File: src/rtl/instruc_encode_pkg.sv
// instruc_encode_pkg
//   Shared encoding constants for the instruction encoder and its matching
//   decoder: mnemonic codes, ALU op codes, control-bit triples, field bit
//   positions, and a small helper classifying Reg_write mnemonics.
package instruc_encode_pkg;

   localparam int INSTR_W = 16;
   localparam int PADDR_W = 8;

   // Request mnemonic codes
   typedef enum logic [3:0] {
      M_ADD  = 4'd0,  M_SUB  = 4'd1,  M_MULT = 4'd2,  M_DIV  = 4'd3,
      M_AND  = 4'd4,  M_OR   = 4'd5,  M_XOR  = 4'd6,
      M_ADDI = 4'd7,  M_SUBI = 4'd8,  M_MULTI= 4'd9,  M_DIVI = 4'd10,
      M_ANDI = 4'd11, M_ORI  = 4'd12, M_XORI = 4'd13,
      M_SAVE = 4'd14, M_LOAD = 4'd15
   } mnem_e;

   // ALU op field [15:13]
   typedef enum logic [2:0] {
      OP_ADD = 3'b000, OP_SUB = 3'b001, OP_MULT = 3'b010, OP_DIV = 3'b011,
      OP_AND = 3'b100, OP_OR  = 3'b101, OP_XOR  = 3'b110, OP_MEM = 3'b111
   } alu_op_e;

   // Control triples {Reg_write, Mem_write, Reg_src_cntrl}
   localparam logic [2:0] CTRL_ALU  = 3'b100;
   localparam logic [2:0] CTRL_SAVE = 3'b010;
   localparam logic [2:0] CTRL_LOAD = 3'b101;

   // Field bit positions
   localparam int OP_MSB   = 15;
   localparam int OP_LSB   = 13;
   localparam int IMM_BIT  = 12;
   localparam int CTRL_MSB = 11;
   localparam int CTRL_LSB = 9;
   localparam int F1_MSB   = 8;   // rd (ALU words)
   localparam int F1_LSB   = 6;
   localparam int F2_MSB   = 5;   // rs / imm
   localparam int F2_LSB   = 3;
   localparam int F3_MSB   = 2;   // rt / rs / memory register
   localparam int F3_LSB   = 0;
   localparam int MADDR_MSB = 8;  // data-memory address in SAVE/LOAD
   localparam int MADDR_LSB = 3;

   // Every mnemonic except SAVE writes a register.
   function automatic logic writes_reg(input logic [3:0] m);
      return (m != M_SAVE);
   endfunction

endpackage

File: src/rtl/instr_fifo2.sv
// instr_fifo2
//   Two-entry first-in first-out buffer for encoded words. Head data is
//   driven straight from storage, so it stays stable until popped.
//   Ports: clk, rst_n; push_i/data_i (write side, caller honours full_o);
//   pop_i (caller honours empty_o); data_o head word; full_o, empty_o.
module instr_fifo2 #(
   parameter int W = 16
) (
   input  logic         clk,
   input  logic         rst_n,
   input  logic         push_i,
   input  logic [W-1:0] data_i,
   input  logic         pop_i,
   output logic [W-1:0] data_o,
   output logic         full_o,
   output logic         empty_o
);

   logic [1:0][W-1:0] mem_q;
   logic              wr_q, rd_q;
   logic [1:0]        cnt_q;

   assign full_o  = (cnt_q == 2'd2);
   assign empty_o = (cnt_q == 2'd0);
   assign data_o  = mem_q[rd_q];

   always_ff @(posedge clk or negedge rst_n) begin
      if (!rst_n) begin
         mem_q <= '0;
         wr_q  <= 1'b0;
         rd_q  <= 1'b0;
         cnt_q <= 2'd0;
      end else begin
         if (push_i) begin
            mem_q[wr_q] <= data_i;
            wr_q        <= ~wr_q;
         end
         if (pop_i)
            rd_q <= ~rd_q;
         case ({push_i, pop_i})
            2'b10:   cnt_q <= cnt_q + 2'd1;
            2'b01:   cnt_q <= cnt_q - 2'd1;
            default: cnt_q <= cnt_q;
         endcase
      end
   end

endmodule

File: src/rtl/instruc_encode.sv
// instruc_encode
//   Encodes mnemonic requests into 16-bit instruction words, queues them in
//   a 2-entry FIFO and tags each emitted word with a program-memory address.
//   Ports: clk, rst_n; in_valid/in_ready + mnem, rd, rs, rt, imm, addr
//   (request); out_valid/out_ready + out_instr, out_addr (result);
//   addr_load/addr_base (program address preset); err (one-cycle pulse per
//   illegal request), err_cnt (saturating illegal-request count).
module instruc_encode
   import instruc_encode_pkg::*;
(
   input  logic               clk,
   input  logic               rst_n,
   input  logic               in_valid,
   output logic               in_ready,
   input  logic [3:0]         mnem,
   input  logic [2:0]         rd,
   input  logic [2:0]         rs,
   input  logic [2:0]         rt,
   input  logic [2:0]         imm,
   input  logic [5:0]         addr,
   output logic               out_valid,
   input  logic               out_ready,
   output logic [INSTR_W-1:0] out_instr,
   output logic [PADDR_W-1:0] out_addr,
   input  logic               addr_load,
   input  logic [PADDR_W-1:0] addr_base,
   output logic               err,
   output logic [7:0]         err_cnt
);

   logic [INSTR_W-1:0] word_d;
   logic               illegal, accept, push, pop, full, empty;
   logic               err_q;
   logic [7:0]         err_cnt_q;
   logic [PADDR_W-1:0] paddr_q;

   // Combinational encode ahead of the FIFO
   always_comb begin
      word_d = '0;
      if (mnem < 4'd7) begin
         word_d[OP_MSB:OP_LSB]     = mnem[2:0];
         word_d[IMM_BIT]           = 1'b0;
         word_d[CTRL_MSB:CTRL_LSB] = CTRL_ALU;
         word_d[F1_MSB:F1_LSB]     = rd;
         word_d[F2_MSB:F2_LSB]     = rs;
         word_d[F3_MSB:F3_LSB]     = rt;
      end else if (mnem < 4'd14) begin
         // Immediate forms share the R-type op ordering, offset by 7.
         word_d[OP_MSB:OP_LSB]     = 3'(mnem - 4'd7);
         word_d[IMM_BIT]           = 1'b1;
         word_d[CTRL_MSB:CTRL_LSB] = CTRL_ALU;
         word_d[F1_MSB:F1_LSB]     = rd;
         word_d[F2_MSB:F2_LSB]     = imm;
         word_d[F3_MSB:F3_LSB]     = rs;
      end else if (mnem == M_SAVE) begin
         word_d[OP_MSB:OP_LSB]       = OP_MEM;
         word_d[CTRL_MSB:CTRL_LSB]   = CTRL_SAVE;
         word_d[MADDR_MSB:MADDR_LSB] = addr;
         word_d[F3_MSB:F3_LSB]       = rs;
      end else begin
         word_d[OP_MSB:OP_LSB]       = OP_MEM;
         word_d[CTRL_MSB:CTRL_LSB]   = CTRL_LOAD;
         word_d[MADDR_MSB:MADDR_LSB] = addr;
         word_d[F3_MSB:F3_LSB]       = rd;
      end
   end

   assign illegal = (writes_reg(mnem) && rd == 3'd0) ||
                    (mnem == M_DIVI && imm == 3'd0);
   assign accept  = in_valid & in_ready;
   assign push    = accept & ~illegal;   // illegal requests are consumed, never queued
   assign pop     = out_valid & out_ready;

   assign in_ready  = ~full;
   assign out_valid = ~empty;

   instr_fifo2 #(.W(INSTR_W)) u_fifo (
      .clk     (clk),
      .rst_n   (rst_n),
      .push_i  (push),
      .data_i  (word_d),
      .pop_i   (pop),
      .data_o  (out_instr),
      .full_o  (full),
      .empty_o (empty)
   );

   always_ff @(posedge clk or negedge rst_n) begin
      if (!rst_n) begin
         err_q     <= 1'b0;
         err_cnt_q <= 8'd0;
         paddr_q   <= '0;
      end else begin
         err_q <= accept & illegal;
         if (accept && illegal && err_cnt_q != 8'hFF)
            err_cnt_q <= err_cnt_q + 8'd1;
         // A preset takes priority over the post-pop increment.
         if (addr_load)
            paddr_q <= addr_base;
         else if (pop)
            paddr_q <= paddr_q + 1'b1;
      end
   end

   assign err      = err_q;
   assign err_cnt  = err_cnt_q;
   assign out_addr = paddr_q;

endmodule

File: config.mk
export PLATFORM = sky130hd
export DESIGN_NAME = instruc_encode
export DESIGN_NICKNAME = d
export VERILOG_FILES = /design/src/rtl/instruc_encode_pkg.sv /design/src/rtl/instr_fifo2.sv /design/src/rtl/instruc_encode.sv
export SDC_FILE = /design/constraint.sdc
export NUM_CORES = 1
export LEC_CHECK = 0
export ABC_AREA = 1
export CORE_MARGIN = 4
export CORE_UTILIZATION = 25
export DETAILED_ROUTE_END_ITERATION = 7
export GPL_ROUTABILITY_DRIVEN = 0
export PLACE_DENSITY = 0.51
export SLEW_MARGIN = 20
export SYNTH_ARGS = -nofsm -noshare
export SYNTH_HDL_FRONTEND = slang
export SYNTH_SLANG_ARGS = --single-unit
File: constraint.sdc
create_clock -name clk -period 3.4 [get_ports clk]
set_input_delay 0.51 -clock clk [delete_from_list [all_inputs] [get_ports clk]]
set_output_delay 0.51 -clock clk [all_outputs]
set_load 0.01 [all_outputs]
==> flow_summary.json, run 1 <==
{
  "grt_pass1_wl_um": 13900,
  "synthArstFlopShare_pct": 100,
  "synth_nets": 450,
  "final_util_pct": 34.3,
  "setup_ws_ns": 1.06,
  "cp_cell_sequence": "clkdlybuf4s50_1 > ha_1 > inv_1 > nor2_1 > nand3_4 > nand3_4 > ha_1 > a21oi_1 > o21ai_0 > xor2_1",
  "rsz0062_at_grt": "false",
  "routed_wl_um": 8360,
  "routed_via_density": 4.43,
  "skew_ns": 0.00651,
  "dieArea_um2": 13800,
  "dp_hpwl_um": 6200,
  "fin_crit_sh_pct": 68.8,
  "placementRows": 39,
  "timing.setup.critical_path_class": "input pin to flop",
  "required_ns": 3.57,
  "layout-drive-gt1-share_pct": 5.83,
  "coreArea_um2": 11600,
  "cts_max_level": 2,
  "nets": 519,
  "wl_per_cell_um": 13.4,
  "synth_ff_type": "dfrtp_1",
  "tightest_slew_ns": 0.791,
  "antenna_found_initial": 0,
  "cts.clk_slew.worst_paths_ns": 0.07,
  "grt.overflow.total": 0,
  "grt_pass1_vias": 2781,
  "setup_tns_ns": 0,
  "arrival_ns": 2.51,
  "p_leak_nw": 2.00,
  "cts_buffers": 5,
  "timing.fmax_mhz": 428,
  "period_needed_ns": 2.34,
  "finalPower_mw": 2.78,
  "status": "finished clean",
  "max-vdd-ir-drop_mv": 0.280,
  "clkSinkCount": 53,
  "critPathSlowestCell": "clkdlybuf4s50_1",
  "clk_root_buffer_cell": "clkbuf_16",
  "antenna_cells": 0,
  "hold_class": "input pin to async pin",
  "portBuffers": 69,
  "ys_warn_count": 0,
  "crit_buf_inv": 2,
  "synth-seq-cells": 53,
  "post_cts_buffers": 0,
  "netlist_area_um2": 3000,
  "cts_resized": 0,
  "slew_headroom_pct": 47.0,
  "worstSetupStartpointType": "input pin",
  "insertion_delay_ns": 0.29,
  "ctsHoldBuffers": 0,
  "p_per_area_nw_per_um2": 700,
  "fillerInstances": 1222,
  "maxCapViolCount": 0,
  "drc": 0,
  "setup_viol": 0,
  "yosysSeqAreaShare_pct": 44.3,
  "initial_core_util_pct": 25.9,
  "critPathMaxStageDelay_ns": 0.58,
  "grt.total_usage_pct": 12.2,
  "path_max_fanout": 6,
  "grt_max_degree": 41,
  "cts_tree": "built",
  "die_w_um": 117,
  "syn_to_final_growth_pct": 32.3,
  "place_ws_ns": 0.731,
  "yosysUniqueCellTypes": 31,
  "antenna_left": 0,
  "clockBufferDepth": 2,
  "num_vias": 2758,
  "synth_cells": 410,
  "whs_ns": 0.118,
  "syn_avg_cell_area_um2": 7.31,
  "final_max_slew_viol_count": 0,
  "final-hold-violation-count": 0,
  "pin_count": 70,
  "synth_edf_count": 0,
  "critPathTopFamily": "buffers and inverters",
  "end_kind": "flop",
  "drt_iter0_drc": 135,
  "drtPass1Iterations": 4,
  "die_h_um": 117
}
through the flow:
step,std cells,instance area [um^2]
final,623,3960
after global routing,623,3960
after CTS,623,3960
after detailed placement,615,3820
after global placement,615,3820
after floorplan,410,3000
worst reg2reg max path: stages, from the launching register on:
cell and delay [ns]:
dfrtp_1 0.42, inv_2 0.08, nand2_2 0.07, nand2_2 0.12, clkinv_4 0.12, nand3_4 0.14
ha_1 0.26, a21oi_1 0.11, o21ai_0 0.11, xor2_1 0.15
sequential cells by signal (all words and copies together), names as in the netlist:
register,cells
out_addr,8
u_fifo.rd_q,1
u_fifo.mem_q,32
u_fifo.wr_q,1
u_fifo.cnt_q,2
err_cnt,8
err,1
power breakdown:
group	switching, mW	internal, mW
logic	0.673	0.573
clock network	0.237	0.273
registers	0.161	0.859
total	1.07	1.70
cell type report:
type	count	area (um^2)	area share [%]
sequential	53	1330	33.5
inverter	33	129	3.25
tap	143	179	4.51
clock inverter	3	22.5	0.568
multi-input combinational	314	1470	37.2
clock buffer	5	125	3.16
timing repair buffer	72	708	17.9
synth_stat cells, types with 3 or more instances:
cell	instances	area [um^2]
o211ai_1	4	30.0
nand4_1	6	37.5
clkbuf_1	4	15.0
nand3_4	3	52.6
buf_6	3	33.8
ha_1	5	62.6
nand3_1	21	105
xor2_1	8	70.1
nand2_1	221	830
dfrtp_1	53	1330
nor2_1	15	56.3
inv_1	30	113
nand2_2	3	18.8
nand3b_1	3	22.5
o21ai_0	11	55.1
logic make-up after synthesis:
family          count (synthesis)  share of synthesized area [%]
simple gates                  279                           40.3
flops                          53                           44.3
buf+inv                        43                           6.52
compound gates                 20                           3.93
xor+xnor                       10                           2.92
fa+ha+maj                       5                           2.09
path summary, 6_finish.rpt:
check | cells past startpoint | slack [ns] | from | endpoint
setup / recovery | 10 | 1.06 | mnem[1] | u_fifo.cnt_q[1]$_DFFE_PN0P_
hold / removal | 1 | 0.12 | rst_n | u_fifo.mem_q[8]$_DFFE_PN0P_
setup reg to reg | 9 | 1.71 | u_fifo.cnt_q[0]$_DFFE_PN0P_ | u_fifo.cnt_q[1]$_DFFE_PN0P_
hold reg to reg | 2 | 0.48 | u_fifo.mem_q[24]$_DFFE_PN0P_ | u_fifo.mem_q[24]$_DFFE_PN0P_
max in group asynchronous | 2 | 2.43 | rst_n | out_addr[6]$_DFFE_PN0P_
min in group clk | 2 | 0.48 | u_fifo.mem_q[24]$_DFFE_PN0P_ | u_fifo.mem_q[24]$_DFFE_PN0P_
layout by cell type, fill, tap and decap left out, types with 4 or more instances in the layout:
master and count:
o211ai_1 4, inv_1 30, dfrtp_1 53, nand4_1 6
nand3_1 21, o21ai_0 11, xor2_1 8, nand2_1 221
clkbuf_16 5, ha_1 5, clkdlybuf4s50_1 68, nor2_1 15
metal layers:
layer | vias up | track usage, % | part of all wire, %
li1 | 1408 | - | -
met1 | 1280 | 16.2 | 48
met2 | 64 | 20.6 | 47
met3 | 6 | 2.79 | 4.4
met4 | 0 | 2.49 | 0.91
met5 | - | 0 | 0
No activity file was read; power rests on OpenSTA's default activity.
==> inputs of run 2 (changes only) <==
- clock period: 3.4 -> 2.24 ns (I/O delays scaled with it)
==> run 2 against run 1 <==
Clock power rose by 74%. Critical path type is now flop to primary output. Sequential cell count unchanged. Largest power group unchanged. Non-clock buffer count rose by 17. Die area is the same. Total power increased by 60%. Worst setup slack got worse by 0.84 ns. Sequential share of layout area fell by 1.3 points.
==> flow_summary.json, run 2 (synthesis gave the netlist of run 1 again) <==
{
  "post_cts_buffers": 0,
  "dp_hpwl_um": 6360,
  "portBuffers": 69,
  "final_util_pct": 35.7,
  "cts.clk_slew.worst_paths_ns": 0.07,
  "dp.cells": 632,
  "p_per_area_nw_per_um2": 1080,
  "switching_power_mw": 1.65,
  "skew_ns": 0.00898,
  "dieArea_um2": 13800,
  "crit_top_cell": "nand2_1",
  "pin_count": 70,
  "final_max_slew_viol_count": 0,
  "grt.overflow.total": 0,
  "swShare_pct": 37.2,
  "finalPower_mw": 4.44,
  "die_h_um": 117,
  "grt_max_degree": 26,
  "dpl_cell_area_um2": 3960,
  "stdcell_area_um2": 4130,
  "layout-drive-gt1-share_pct": 9.05,
  "num_vias": 2834,
  "sequentialPowerShare_pct": 34.9,
  "p_leak_nw": 2.10,
  "setup_viol": 0,
  "grt_pass1_vias": 2909,
  "largest_reg_flops": 32,
  "path_max_fanout": 16,
  "drt_iter0_drc": 130,
  "slew_headroom_pct": 62.7,
  "nets": 536,
  "cts_tree": "built",
  "clock_power_share_pct": 20.0,
  "largest_register": "u_fifo.mem_q",
  "drtPass1Iterations": 5,
  "maxCapViolCount": 0,
  "ctsHoldBuffers": 0,
  "setup_tns_ns": 0,
  "clockBufferDepth": 2,
  "die_w_um": 117,
  "final-hold-violation-count": 0,
  "antenna_left": 0,
  "final_cell_mix": "221 x nand2_1, 68 x clkdlybuf4s50_1, 53 x dfrtp_1",
  "antenna_cells": 0,
  "routed_wl_um": 8410,
  "finalNonFillerCells": 640,
  "final_common_cell": "nand2_1",
  "p_int_mw": 2.79,
  "insertion_delay_ns": 0.29,
  "p_comb_share_pct": 45.1,
  "cts_resized": 0,
  "cts_buffers": 5,
  "required_ns": 1.90,
  "routed_via_density": 4.43,
  "rsz0062_at_grt": "false",
  "arrival_ns": 1.68,
  "cts_max_level": 2,
  "clkSinkCount": 53,
  "initial_core_util_pct": 25.9,
  "max-vdd-ir-drop_mv": 0.441,
  "placementRows": 39,
  "tightest_slew_ns": 0.559,
  "grt.total_usage_pct": 12.5,
  "period_needed_ns": 2.02,
  "coreArea_um2": 11600,
  "timing.fmax_mhz": 496,
  "timing.setup.critical_path_class": "flop to primary output",
  "critPathMaxStageDelay_ns": 0.56,
  "hold_class": "input pin to async pin",
  "fin_crit_sh_pct": 90.1,
  "syn_to_final_growth_pct": 37.8,
  "grt_pass1_wl_um": 14300,
  "wl_per_cell_um": 13.1,
  "clk_root_buffer_cell": "clkbuf_16",
  "end_kind": "primary output",
  "cp_cell_sequence": "clkinv_1 > buf_4 > nand2_1 > nand2_1 > clkdlybuf4s50_1",
  "fillerInstances": 1211,
  "status": "finished clean",
  "critPathSlowestCell": "clkdlybuf4s50_1",
  "worstSetupStartpointType": "flop",
  "antenna_found_initial": 0,
  "drc": 0
}
==> run 2: cell types whose count changed in the layout (fill, tap and decap cells not counted) <==
cell        delta
clkinvlp_4     -2
buf_12         +1
bufinv_16      +1
clkinv_4       +1
buf_4         +16
==> run 2: final timing paths <==
check                                                  start                            to  slack, ns  cells after the start
worst max-delay path                 u_fifo.rd_q$_DFFE_PN0P_                  out_instr[6]       0.22                      5
worst min-delay path                                   rst_n  u_fifo.mem_q[10]$_DFFE_PN0P_       0.03                      1
worst max register to register   u_fifo.cnt_q[0]$_DFFE_PN0P_   u_fifo.cnt_q[1]$_DFFE_PN0P_       0.63                      9
worst min register to register  u_fifo.mem_q[20]$_DFFE_PN0P_  u_fifo.mem_q[20]$_DFFE_PN0P_       0.48                      2
max in group asynchronous                              rst_n  u_fifo.mem_q[29]$_DFFE_PN0P_       1.57                      2
min in group clk                u_fifo.mem_q[20]$_DFFE_PN0P_  u_fifo.mem_q[20]$_DFFE_PN0P_       0.48                      2
==> run 2: power by group through the flow <==
| stage | Sequential (mW) | Clock [mW] | Combinational (mW) |
|---|---|---|---|
| after floorplan | 1.54 | 0 | 1.06 |
| after global placement | 1.55 | 0 | 2.02 |
| after detailed placement | 1.56 | 0 | 2.04 |
| after CTS | 1.55 | 0.924 | 2.05 |
| after global routing | 1.59 | 0.968 | 2.26 |
| final | 1.55 | 0.888 | 2.00 |
==> run 2: layout make-up <==
type	instances	area [um^2]	share of cell area, %
Multi-Input combinational cell	314	1470	35.7
Sequential cell	53	1330	32.1
Timing Repair Buffer	89	848	20.6
Tap cell	143	179	4.33
Inverter	33	129	3.12
Clock buffer	5	125	3.03
Clock inverter	3	46.3	1.12
==> run 2: stage by stage <==
step	setup slack, ns	hold slack [ns]
3_5_place_dp	0.0591	0.367
3_3_place_gp	0.105	0.363
2_1_floorplan	0.477	0.0404
5_1_grt	0.0920	0.0773
4_1_cts	0.201	0.0467
6_report	0.222	0.0271
==> run 2: critical path: cells and delay by family, from the launching register on <==
kind,cells,cell delay [ns]
buffers and inverters,3,0.87
flip-flops,1,0.38
AND/OR/NAND/NOR,2,0.15
==> run 2: per-layer routing <==
layer	vias up	share of wire (%)	global-route usage, %
li1	1448	-	-
met1	1303	47	16.4
met2	76	46	21.1
met3	7	6.1	2.88
met4	0	0.88	3.00
met5	-	0	0
